==> config.mk <==
export PLATFORM = sky130hd
export DESIGN_NAME = timer_psc_tick_gen
export DESIGN_NICKNAME = d
export VERILOG_FILES = /design/src/rtl/timer_psc_tick_gen.sv
export SDC_FILE = /design/constraint.sdc
export NUM_CORES = 1
export LEC_CHECK = 0
export CAP_MARGIN = 20
export CORE_MARGIN = 2
export CORE_UTILIZATION = 45
export DETAILED_ROUTE_END_ITERATION = 10
export GPL_TIMING_DRIVEN = 0
export HOLD_SLACK_MARGIN = 0.05
export PLACE_DENSITY = 0.67
export SYNTH_ARGS = -nofsm -noshare
export SYNTH_HDL_FRONTEND = slang
export SYNTH_SLANG_ARGS = --single-unit
export TNS_END_PERCENT = 1
==> constraint.sdc <==
create_clock -name clk_i -period 5.6 [get_ports clk_i]
set_input_delay 1.12 -clock clk_i [delete_from_list [all_inputs] [get_ports clk_i]]
set_output_delay 1.12 -clock clk_i [all_outputs]
set_load 0.01 [all_outputs]
==> src/rtl/timer_psc_tick_gen.sv <==
//------------------------------------------------------------------------------
// timer_psc_tick_gen
//
// Prescaler tick generator for the APB4 timer counter. It divides clk_i by a
// programmable integer divisor and emits a one-cycle tick_o enable pulse once
// per divisor period. New divisors arrive over a valid/ready handshake. The
// counter restarts from 0 on every accepted update.
//
// Parameters:
//   CNT_WIDTH  width of the divisor and the prescaler counter
//   DIV_RST    divisor used after reset (must be >= 2)
//
// Ports:
//   clk_i        system clock, rising edge
//   rst_i        asynchronous active-high reset
//   en_i         count enable
//   div_i        requested divisor (values below 2 are clamped to 2)
//   div_valid_i  divisor update request
//   div_ready_o  update can be accepted (low only in LOAD)
//   div_done_o   active divisor loaded and counting (high only in RUN)
//   tick_o       one-cycle pulse per divisor period
//   cnt_o        current prescaler count
//   clk_o        divided clock output
//
// Build option:
//   TIMER_PSC_CLK_OUT_EN  when defined, clk_o is a registered divided clock.
//                         It is high for div - (div >> 1) cycles per period.
//                         When undefined, clk_o is tied to 0.
//------------------------------------------------------------------------------
module timer_psc_tick_gen #(
    parameter int unsigned CNT_WIDTH = 20,
    parameter int unsigned DIV_RST   = 2
) (
    input  logic                 clk_i,
    input  logic                 rst_i,
    input  logic                 en_i,
    input  logic [CNT_WIDTH-1:0] div_i,
    input  logic                 div_valid_i,
    output logic                 div_ready_o,
    output logic                 div_done_o,
    output logic                 tick_o,
    output logic [CNT_WIDTH-1:0] cnt_o,
    output logic                 clk_o
);

    typedef enum logic [1:0] {
        IDLE,
        LOAD,
        RUN
    } state_e;

    state_e               state_q;
    logic [CNT_WIDTH-1:0] div_q;
    logic [CNT_WIDTH-1:0] pend_q;
    logic [CNT_WIDTH-1:0] cnt_q;
    logic                 tick_q;
    logic                 ready_q;
    logic                 done_q;

    logic                 accept;
    logic [CNT_WIDTH-1:0] div_clamped;
    logic                 wrap;

    assign accept      = div_valid_i & ready_q;
    assign div_clamped = (div_i < CNT_WIDTH'(2)) ? CNT_WIDTH'(2) : div_i;
    assign wrap        = (cnt_q == div_q - CNT_WIDTH'(1));

    // An accept always wins over a wrap in the same cycle: the counter and
    // the tick are cleared right away so LOAD shows a clean zero state.
    always_ff @(posedge clk_i or posedge rst_i) begin
        if (rst_i) begin
            state_q <= IDLE;
            div_q   <= CNT_WIDTH'(DIV_RST);
            pend_q  <= CNT_WIDTH'(DIV_RST);
            cnt_q   <= '0;
            tick_q  <= 1'b0;
            ready_q <= 1'b1;
            done_q  <= 1'b0;
        end else begin
            case (state_q)
                IDLE: begin
                    if (accept) begin
                        pend_q  <= div_clamped;
                        state_q <= LOAD;
                        ready_q <= 1'b0;
                    end else begin
                        div_q   <= CNT_WIDTH'(DIV_RST);
                        cnt_q   <= '0;
                        state_q <= RUN;
                        done_q  <= 1'b1;
                    end
                    tick_q <= 1'b0;
                end
                LOAD: begin
                    div_q   <= pend_q;
                    cnt_q   <= '0;
                    tick_q  <= 1'b0;
                    state_q <= RUN;
                    ready_q <= 1'b1;
                    done_q  <= 1'b1;
                end
                RUN: begin
                    if (accept) begin
                        pend_q  <= div_clamped;
                        cnt_q   <= '0;
                        tick_q  <= 1'b0;
                        state_q <= LOAD;
                        ready_q <= 1'b0;
                        done_q  <= 1'b0;
                    end else if (en_i) begin
                        if (wrap) begin
                            cnt_q  <= '0;
                            tick_q <= 1'b1;
                        end else begin
                            cnt_q  <= cnt_q + CNT_WIDTH'(1);
                            tick_q <= 1'b0;
                        end
                    end else begin
                        tick_q <= 1'b0;
                    end
                end
                default: begin
                    state_q <= IDLE;
                    tick_q  <= 1'b0;
                    ready_q <= 1'b1;
                    done_q  <= 1'b0;
                end
            endcase
        end
    end

    assign div_ready_o = ready_q;
    assign div_done_o  = done_q;
    assign tick_o      = tick_q;
    assign cnt_o       = cnt_q;

`ifdef TIMER_PSC_CLK_OUT_EN
    logic                 clk_q;
    logic [CNT_WIDTH-1:0] half_m1;

    assign half_m1 = (div_q >> 1) - CNT_WIDTH'(1);

    // Toggling at the half point and at the wrap point gives a level that
    // is high for div - (div >> 1) cycles, so odd divisors lean high.
    always_ff @(posedge clk_i or posedge rst_i) begin
        if (rst_i) begin
            clk_q <= 1'b0;
        end else if (state_q != RUN || accept) begin
            clk_q <= 1'b0;
        end else if (en_i && (cnt_q == half_m1 || wrap)) begin
            clk_q <= ~clk_q;
        end
    end

    assign clk_o = clk_q;
`else
    assign clk_o = 1'b0;
`endif

endmodule
==> implementation parameters, run 1 <==
Parameter                              Value

Drt
  Via count    3188
  DRC viols    0
  Number of DRC violations after detailed-routing iteration 0    194
  Overall routed net length    8620 um
  Via/cell ratio    5.57
  Remaining antenna violation count after routing    0
  Average wire per standard cell    15.1 um
  Pre-Repair DR Iteration Count    4

Cells and area
  Proportion of layout cells with a drive suffix above 1    0.0985
  Commonest non-fill, non-tap cells in the layout    85 x sky130_fd_sc_hd__nand2_1, 62 x sky130_fd_sc_hd__dfrtp_1, 46 x sky130_fd_sc_hd__clkdlybuf4s50_1
  Filler cell count in the final layout    752
  Ant diodes    0
  Total number of nets in the final design    488
  Layout Utilization    0.561
  Most frequent standard cell in the layout excluding fill and tap cells    sky130_fd_sc_hd__nand2_1
  Layout overhead on the synthesized area    23.0%

Clock network
  TritonCTS clock tree    yes
  Count of cells resized by post-cts repair    0
  Clock transition at path regs    80 ps
  CTS root buffer    sky130_fd_sc_hd__clkbuf_8
  CTS Buf Count    9
  CTS Hold Buffers Added    0
  Sinks on Clock Net    65
  Clk Latency, worst-skew pair    340 ps
  Setup fix buffers added after clock tree synthesis    0
  Buffer depth of the longest clock path    2
  Max H-tree Level    3

GRT
  Vias in the first global route    3089
  GR Overflow Total    0
  Global-route wire length before repair    14600 um
  Aggregate global-route resource usage    0.209
  Antenna violations before repair    0
  Pin count of the biggest net entering global routing    43

Synth
  Combined area of all synthesized cells    3690 sq um
  Proportion of synthesized area in mux cells    0.0139
  Adder and majority gate portion of the synthesized area    0.00678
  Proportion of synthesized flip-flops having asynchronous set or reset    1.00
  Number of flops mapped to enable cells by yosys    0
  Xor/xnor share of the synthesized area    0.0522
  Flip-flop and latch count after synthesis    65
  Synth warnings    0
  Compound-cell area share of the yosys netlist    0.171
  Largest family of logic cells by synthesized area    simple AND/OR/NAND/NOR gates
  Instance count of the mapped netlist    404
  Mean post-synth cell area    9.14 sq um
  Prevailing post-synth register cell    sky130_fd_sc_hd__dfrtp_1
  Post-Syn Nets    430
  Count of distinct cell types in the synthesized netlist    59
  Fraction of the yosys area taken by sequential cells    0.442
  Synthesized-area fraction occupied by and/or/nand/nor cells    0.254

Worst setup path
  CP max stage delay    590 ps
  Crit Path Class    reg2reg
  Crit-path slowest cell    sky130_fd_sc_hd__or4b_1
  Worst r2r dst    cnt_o[7]
  Critical Path Start    div_q[0]
  Minimum setup slack among reg-to-reg paths    2140 ps
  Buf/Inv on CP    3
  Highest fanout seen on the critical path    10
  Ordered list of cells on the worst path    inv_1 > ha_1 > or4b_1 > nor3_2 > mux2_2 > mux2i_1 > a21o_1 > or4b_1 > buf_6 > nand2_1 > buf_4 > o311ai_2
  CP delay by family, top    simple AND/OR/NAND/NOR gates
  Most repeated library cell on the critical path    sky130_fd_sc_hd__or4b_1
  Capture point of the critical path    cnt_o[7]
  Worst-case reg-to-reg path depth    12
  Element type at the critical path start    register
  Stages on the worst setup path    12
  Critical path endpoint category    register
  Reg2reg start    div_q[0]
  Data arrival time at the worst-slack endpoint    3680 ps
  Required arrival time at the worst endpoint    5810 ps

Floorplan
  Core Footprint    8090 sq um
  Initial core utilization    0.456
  Placement Rows    33
  Full die area    8950 sq um
  Height of the chip    94.6 um
  Overall die width    94.6 um
  # IOs    48

Placement
  Dpl ws    2130 ps
  Final weighted congestion in routability-driven placement    0.850
  Placed wire-length estimate    6440 um
  Quantity of I/O buffers inserted on ports    46

STA
  Max Clock Freq    0.289 GHz
  Post-route fraction of the period consumed by the critical path    0.619
  Worst-case headroom to the max-slew limit    0.600
  Sum Neg Setup Slack    0 ps
  Worst hold slack    484 ps
  Count of final setup violators    0
  Worst setup skew after layout    5.57 ps
  Hold Violations, Final    0
  Transition time at the pin with the least slew margin    596 ps
  Number of pins with negative max-slew slack in the final report    0
  Setup ws final    2140 ps
  Final critical path time including I/O delays and setup    3460 ps
  Setup repair after global routing missed its margin    no

Pwr
  LEAKAGE    2.00 nW
  Max IR drop VDD    143 uV
  Tot Pwr    1.21 mW
  P per Cell Area    266 nW/um^2

Flow run
  Maximum Capacitance Violations    0

Outcome
  Result of the run    finished, final reports clean

Min path
  Hold Crit Class    reg2reg
-- per-layer routing --
metal,routed length [um],vias up,global-route usage
met5,0,-,0
met2,4140,82,0.353
met4,101,0,0.0688
met3,354,10,0.0295
li1,-,1580,-
met1,4030,1516,0.276
-- final cells by class --
cell class                 instances  area (sq um)  share of cell area
buffer                            28           153              0.0336
clock buffer                      11           151              0.0333
clock inverter                     5          85.1              0.0187
inverter                          17          63.8              0.0141
multi-input combinational        294          1850               0.406
sequential                        65          1630               0.359
tap                              105           131              0.0289
timing repair buffer              47           480               0.106
-- report_power, final --
| group | switching, mW | internal, mW |
|---|---|---|
| combinational | 0.125 | 0.109 |
| sequential | 0.0156 | 0.482 |
| clock | 0.200 | 0.278 |
| total | 0.340 | 0.869 |
-- cells by family (layout without fill, tap and decap cells) --
| kind of cell | Yosys count | count (layout) |
|---|---|---|
| AOI/OAI and AO/OA | 80 | 80 |
| xor gates and xnor gates | 22 | 22 |
| adders and majority gates | 2 | 2 |
| buffers and inverters | 45 | 108 |
| DFF | 65 | 65 |
| muxes | 5 | 5 |
| other | 1 | 1 |
| and+or+nand+nor | 184 | 184 |
-- registers in the layout (all words and copies together) (netlist names) --
| name | flops |
|---|---|
| pend_q | 20 |
| div_q | 20 |
| state_q | 2 |
| cnt_o | 20 |
| tick_o | 1 |
| div_ready_o | 1 |
| div_done_o | 1 |
-- per-stage QoR --
| stage | area, sq um | instances |
|---|---|---|
| floorplan | 3690 | 404 |
| global placement | 4280 | 555 |
| detailed placement | 4300 | 556 |
| CTS | 4540 | 572 |
| global route | 4540 | 572 |
| finish | 4540 | 572 |
-- synthesized netlist by cell type (all sizes together) (2+ instances only) --
library cell | instances | area share
dfstp | 3 | 0.021
a31oi | 10 | 0.017
nand4 | 16 | 0.027
and2 | 2 | 0.0034
a21oi | 9 | 0.012
and3 | 11 | 0.019
a22o | 21 | 0.050
nand2 | 85 | 0.086
o211ai | 2 | 0.0041
nor4 | 12 | 0.026
mux2i | 4 | 0.011
inv | 17 | 0.017
xnor2 | 13 | 0.031
nand2b | 4 | 0.0068
ha | 2 | 0.0068
dfrtp | 62 | 0.42
buf | 10 | 0.023
nand3 | 13 | 0.018
or4 | 4 | 0.0091
o21ai | 11 | 0.015
or3 | 3 | 0.0051
clkbuf | 18 | 0.018
nor3 | 11 | 0.016
nor2b | 4 | 0.0068
or2 | 3 | 0.0051
o22ai | 3 | 0.0051
o311ai | 8 | 0.031
nor2 | 9 | 0.0091
a21o | 3 | 0.0061
xor2 | 9 | 0.021
or4b | 3 | 0.0081
-- worst min-delay path, cell delays in order, from the launching register on --
cell and delay [ps]:
sky130_fd_sc_hd__dfrtp_1 350, sky130_fd_sc_hd__nand2_1 50, sky130_fd_sc_hd__nand2_1 60
-- worst min-delay path by stage --
stage	to	depth (start not counted)	slack (ps)	startpoint
after global routing	pend_q[15]	2	510	pend_q[15]
after floorplan	pend_q[10]	2	450	pend_q[10]
final	pend_q[16]	2	480	pend_q[16]
after global placement	pend_q[5]	2	460	pend_q[5]
after CTS	pend_q[16]	2	490	pend_q[16]
after detailed placement	pend_q[5]	2	470	pend_q[5]
Note: power is estimated with default switching activity, not from simulation.
==> run 2: changes to the inputs <==
==> constraint.sdc (replaced) <==
create_clock -name clk_i -period 3.45 [get_ports clk_i]
set_input_delay 0.69 -clock clk_i [delete_from_list [all_inputs] [get_ports clk_i]]
set_output_delay 0.69 -clock clk_i [all_outputs]
set_load 0.01 [all_outputs]
==> run 2 against run 1 <==
Against the previous run:
- design area grew 0.74%
- core utilization rose by 0.42 points
- via count is 1.0% higher
- first-iteration DRC count decreased by 30%
- clock skew grew 0.72 ps
- critical path depth stayed put
- global-route usage about the same
- hold slack is essentially flat
- critical path type unchanged
- largest cell class unchanged
==> implementation parameters, run 2 (same netlist as run 1, synthesis figures left out) <==
Parameter                              Value

Pwr
  LEAKAGE    2.00 nW
  Tot Pwr    1.97 mW
  P per Cell Area    430 nW/um^2
  Max IR drop VDD    232 uV

Clock network
  Setup fix buffers added after clock tree synthesis    0
  Buffer depth of the longest clock path    2
  Sinks on Clock Net    65
  TritonCTS clock tree    yes
  Max H-tree Level    3
  CTS root buffer    sky130_fd_sc_hd__clkbuf_8
  Clock transition at path regs    80 ps
  CTS Hold Buffers Added    0
  CTS Buf Count    9
  Clk Latency, worst-skew pair    340 ps

GRT
  Aggregate global-route resource usage    0.208
  Antenna violations before repair    0
  Global-route wire length before repair    14600 um
  Pin count of the biggest net entering global routing    43
  GR Overflow Total    0
  Vias in the first global route    3084

Placement
  Dpl ws    -24.1 ps
  Placed wire-length estimate    6440 um
  Quantity of I/O buffers inserted on ports    46
  Final weighted congestion in routability-driven placement    0.850
  Cell Area, Placed    4300 sq um

Floorplan
  Overall die width    94.6 um
  Height of the chip    94.6 um
  # IOs    48
  Full die area    8950 sq um
  Placement Rows    33
  Core Footprint    8090 sq um
  Initial core utilization    0.456

Min path
  Hold Crit Class    reg2reg

STA
  Worst-case headroom to the max-slew limit    0.583
  Sum Neg Setup Slack    0 ps
  Count of final setup violators    0
  Number of pins with negative max-slew slack in the final report    0
  Final critical path time including I/O delays and setup    3270 ps
  Max Clock Freq    0.306 GHz
  Post-route fraction of the period consumed by the critical path    0.948
  Hold Violations, Final    0
  Worst setup skew after layout    6.30 ps
  Setup ws final    179 ps
  Transition time at the pin with the least slew margin    620 ps

Drt
  Remaining antenna violation count after routing    0
  Pre-Repair DR Iteration Count    5
  Overall routed net length    8730 um
  Average wire per standard cell    15.3 um
  Via/cell ratio    5.63
  Number of DRC violations after detailed-routing iteration 0    136
  Via count    3220
  DRC viols    0

Worst setup path
  Minimum setup slack among reg-to-reg paths    180 ps
  Required arrival time at the worst endpoint    3670 ps
  Critical path endpoint category    register
  Crit Path Class    reg2reg
  Data arrival time at the worst-slack endpoint    3490 ps
  Element type at the critical path start    register
  Highest fanout seen on the critical path    10

Cells and area
  Proportion of layout cells with a drive suffix above 1    0.107
  Ant diodes    0
  Total number of nets in the final design    488
  Layout overhead on the synthesized area    23.9%
  Layout Utilization    0.565
  Commonest non-fill, non-tap cells in the layout    85 x sky130_fd_sc_hd__nand2_1, 61 x sky130_fd_sc_hd__dfrtp_1, 46 x sky130_fd_sc_hd__clkdlybuf4s50_1
  Most frequent standard cell in the layout excluding fill and tap cells    sky130_fd_sc_hd__nand2_1
  Post-layout instance area    4570 sq um

Flow run
  Maximum Capacitance Violations    0

Outcome
  Result of the run    finished, final reports clean
-- run 2: power breakdown --
part | leakage, nW | internal [mW] | switching [mW]
clock | 0.117 | 0.452 | 0.325
sequential | 0.887 | 0.782 | 0.0254
combinational | 1.00 | 0.179 | 0.204
total | 2.00 | 1.41 | 0.555
-- run 2: metrics by stage --
step | hold WS (ps) | cells
2_1_floorplan | 447 | 404
3_3_place_gp | 465 | 555
3_5_place_dp | 467 | 556
4_1_cts | 488 | 572
5_1_grt | 507 | 572
6_report | 484 | 572
-- run 2: path summary, 6_finish.rpt --
check	cells past startpoint	start	endpoint
setup / recovery	12	div_q[0]	cnt_o[14]
hold reg to reg	2	pend_q[16]	pend_q[16]
hold / removal	2	pend_q[16]	pend_q[16]
setup reg to reg	12	div_q[0]	cnt_o[14]
max in group asynchronous	3	rst_i	div_q[1]
min in group asynchronous	2	rst_i	pend_q[13]
-- run 2: per-layer routing --
metal  vias up  GRT usage  routed length, um
met2       106      0.352               4190
met3        18     0.0295                409
met4         0     0.0688                135
li1       1574          -                  -
met5         -          0                  0
met1      1522      0.276               4000
-- run 2: final cells by class --
| class | instances | area [sq um] |
|---|---|---|
| buffer | 28 | 156 |
| timing repair buffer | 47 | 480 |
| inverter | 17 | 63.8 |
| multi-input combinational | 294 | 1870 |
| clock buffer | 11 | 151 |
| clock inverter | 5 | 85.1 |
| tap | 105 | 131 |
| fill | 748 | 3520 |
| sequential | 65 | 1630 |
-- run 2: what timing repair did --
action,CTS,global route
resized for setup,1,7
endpoints found under the setup margin,11,18
pin swaps,0,1
-- run 2: critical path: stages (launching register included) --
cell and delay, ps:
sky130_fd_sc_hd__dfrtp_2 460, sky130_fd_sc_hd__inv_1 120, sky130_fd_sc_hd__ha_4 180, sky130_fd_sc_hd__or4b_4 530
sky130_fd_sc_hd__nor4_4 340, sky130_fd_sc_hd__and3_1 180, sky130_fd_sc_hd__or3_1 110, sky130_fd_sc_hd__a31oi_2 100
sky130_fd_sc_hd__or4b_1 560, sky130_fd_sc_hd__buf_6 160, sky130_fd_sc_hd__buf_6 140, sky130_fd_sc_hd__a31oi_1 170
sky130_fd_sc_hd__mux2i_1 100
==> run 3: changes to the inputs <==
--- a/config.mk
+++ b/config.mk
@@ -12,6 +12,8 @@
 export GPL_TIMING_DRIVEN = 0
 export HOLD_SLACK_MARGIN = 0.05
 export PLACE_DENSITY = 0.67
+export SKIP_CTS_REPAIR_TIMING = 1
+export SLEW_MARGIN = 20
 export SYNTH_ARGS = -nofsm -noshare
 export SYNTH_HDL_FRONTEND = slang
 export SYNTH_SLANG_ARGS = --single-unit
==> run 3 against run 2 <==
Against the previous run:
- register-to-register slack about the same
- sequential power about the same
- non-clock buffer count unchanged
- clock skew increased by 3.2 ps
- largest power group unchanged
- sequential share of layout area increased by 0.36 points
- global-route usage increased by 0.27 points
- first-iteration DRC count increased by 23%
- combinational power about the same
- wire length increased by 0.79%
- critical path depth unchanged
- setup slack improved by 1.5 ps
- power decreased by 7.0%
==> implementation parameters, run 3 (same netlist as run 1, synthesis figures left out) <==
Parameter                              Value

Pwr
  Max IR drop VDD    190 uV
  P per Cell Area    404 nW/um^2
  LEAKAGE    1.98 nW

Drt
  Via count    3236
  Via/cell ratio    5.66
  Pre-Repair DR Iteration Count    4
  DRC viols    0
  Remaining antenna violation count after routing    0
  Average wire per standard cell    15.4 um
  Overall routed net length    8800 um
  Number of DRC violations after detailed-routing iteration 0    167

Min path
  HP Start    pend_q[2]
  Hold Crit Class    reg2reg

Worst setup path
  CP max stage delay    550 ps
  Most repeated library cell on the critical path    sky130_fd_sc_hd__buf_6
  Required arrival time at the worst endpoint    3670 ps
  Element type at the critical path start    register
  Buf/Inv on CP    3
  Ordered list of cells on the worst path    inv_1 > ha_4 > or4b_4 > nor4_4 > and3_1 > or3_1 > a31oi_2 > or4b_1 > buf_6 > buf_6 > a22oi_1 > o31ai_1
  Data arrival time at the worst-slack endpoint    3490 ps
  Reg2reg start    div_q[0]
  CP delay by family, top    simple AND/OR/NAND/NOR gates
  Worst-case reg-to-reg path depth    12
  Minimum setup slack among reg-to-reg paths    180 ps
  Crit Path Class    reg2reg
  Critical path endpoint category    register
  Highest fanout seen on the critical path    10
  Critical Path Start    div_q[0]
  Stages on the worst setup path    12
  Crit-path slowest cell    sky130_fd_sc_hd__or4b_1
  Capture point of the critical path    cnt_o[16]
  Worst r2r dst    cnt_o[16]

Cells and area
  Proportion of layout cells with a drive suffix above 1    0.103
  Most frequent standard cell in the layout excluding fill and tap cells    sky130_fd_sc_hd__nand2_1
  Layout Utilization    0.560
  Post-layout instance area    4530 sq um
  Total number of nets in the final design    488
  Final Instance Count excl. Fillers    572
  Ant diodes    0
  Layout overhead on the synthesized area    22.6%
  Commonest non-fill, non-tap cells in the layout    85 x sky130_fd_sc_hd__nand2_1, 61 x sky130_fd_sc_hd__dfrtp_1, 46 x sky130_fd_sc_hd__clkdlybuf4s50_1

STA
  Max Clock Freq    0.306 GHz
  Hold Violations, Final    0
  Setup ws final    181 ps
  Count of final setup violators    0
  Post-route fraction of the period consumed by the critical path    0.948
  Transition time at the pin with the least slew margin    621 ps
  Worst-case headroom to the max-slew limit    0.583
  Final critical path time including I/O delays and setup    3270 ps
  Setup repair after global routing missed its margin    no
  Worst setup skew after layout    9.45 ps
  Worst hold slack    482 ps
  Number of pins with negative max-slew slack in the final report    0

Placement
  Final weighted congestion in routability-driven placement    0.850
  Dpl ws    -21.7 ps
  Quantity of I/O buffers inserted on ports    46
  Cell Area, Placed    4310 sq um
  Cell total after placement    556
  Placed wire-length estimate    6480 um

Clock network
  Sinks on Clock Net    65
  CTS Buf Count    9
  TritonCTS clock tree    yes
  Max H-tree Level    3
  Clk Latency, worst-skew pair    340 ps
  Buffer depth of the longest clock path    2
  CTS root buffer    sky130_fd_sc_hd__clkbuf_8
  Clock transition at path regs    80 ps

GRT
  Aggregate global-route resource usage    0.211
  Vias in the first global route    3130
  Pin count of the biggest net entering global routing    43
  Global-route wire length before repair    14700 um
  GR Overflow Total    0
  Antenna violations before repair    0

Floorplan
  Overall die width    94.6 um
  Height of the chip    94.6 um
  Initial core utilization    0.456
  Core Footprint    8090 sq um
  Placement Rows    33
  Full die area    8950 sq um
  # IOs    48

Flow run
  Maximum Capacitance Violations    0

Outcome
  Result of the run    finished, final reports clean
[run 3: cell count changes in the layout (fill, tap and decap cells not counted), moves of 2 or more]
cell                       previous run  this run
sky130_fd_sc_hd__clkinv_2             0         2
sky130_fd_sc_hd__clkbuf_8            11         9
sky130_fd_sc_hd__clkbuf_1            18        20
sky130_fd_sc_hd__inv_6                2         0
[run 3: worst register-to-register path, cell delays in order, from the launching register on]
cell                      delay, ps
sky130_fd_sc_hd__dfrtp_2        450
sky130_fd_sc_hd__inv_1          120
sky130_fd_sc_hd__ha_4           180
sky130_fd_sc_hd__or4b_4         530
sky130_fd_sc_hd__nor4_4         340
sky130_fd_sc_hd__and3_1         180
sky130_fd_sc_hd__or3_1          110
sky130_fd_sc_hd__a31oi_2        100
sky130_fd_sc_hd__or4b_1         550
sky130_fd_sc_hd__buf_6          160
sky130_fd_sc_hd__buf_6          140
sky130_fd_sc_hd__a22oi_1        180
sky130_fd_sc_hd__o31ai_1        100
[run 3: cell type report]
class / instances / area [sq um]
Clock inverter: 5 / 56.3
Sequential cell: 65 / 1630
Clock buffer: 11 / 131
Timing Repair Buffer: 47 / 480
Inverter: 17 / 66.3
Tap cell: 105 / 131
Fill cell: 761 / 3560
Buffer: 28 / 156
Multi-Input combinational cell: 294 / 1870
[run 3: metal layers]
layer,wire [um],global-route usage,part of all wire,vias to the layer above
met3,386,0.0287,0.044,11
met2,4210,0.358,0.48,106
met1,4110,0.275,0.47,1548
li1,-,-,-,1571
met5,0,0,0,-
met4,96,0.0797,0.011,0
[run 3: worst min-delay path by stage]
stage	cells after the start	end	slack [ps]
finish	2	pend_q[2]	480
global placement	2	pend_q[5]	460
CTS	2	pend_q[16]	490
detailed placement	2	pend_q[5]	470
global route	1	div_q[18]	520
floorplan	2	pend_q[10]	450
[run 3: report_power, final]
| part | total, mW | internal [mW] | switching [mW] |
|---|---|---|---|
| Sequential | 0.809 | 0.783 | 0.0264 |
| Clock | 0.639 | 0.333 | 0.306 |
| Combinational | 0.382 | 0.179 | 0.203 |
| Total | 1.83 | 1.30 | 0.536 |
[run 3: per-stage QoR]
step	setup TNS (ps)	power, mW
after floorplan	0	1.06
after global placement	0	1.19
after detailed placement	-119	1.20
after CTS	-95.8	1.84
after global routing	0	1.91
final	0	1.83
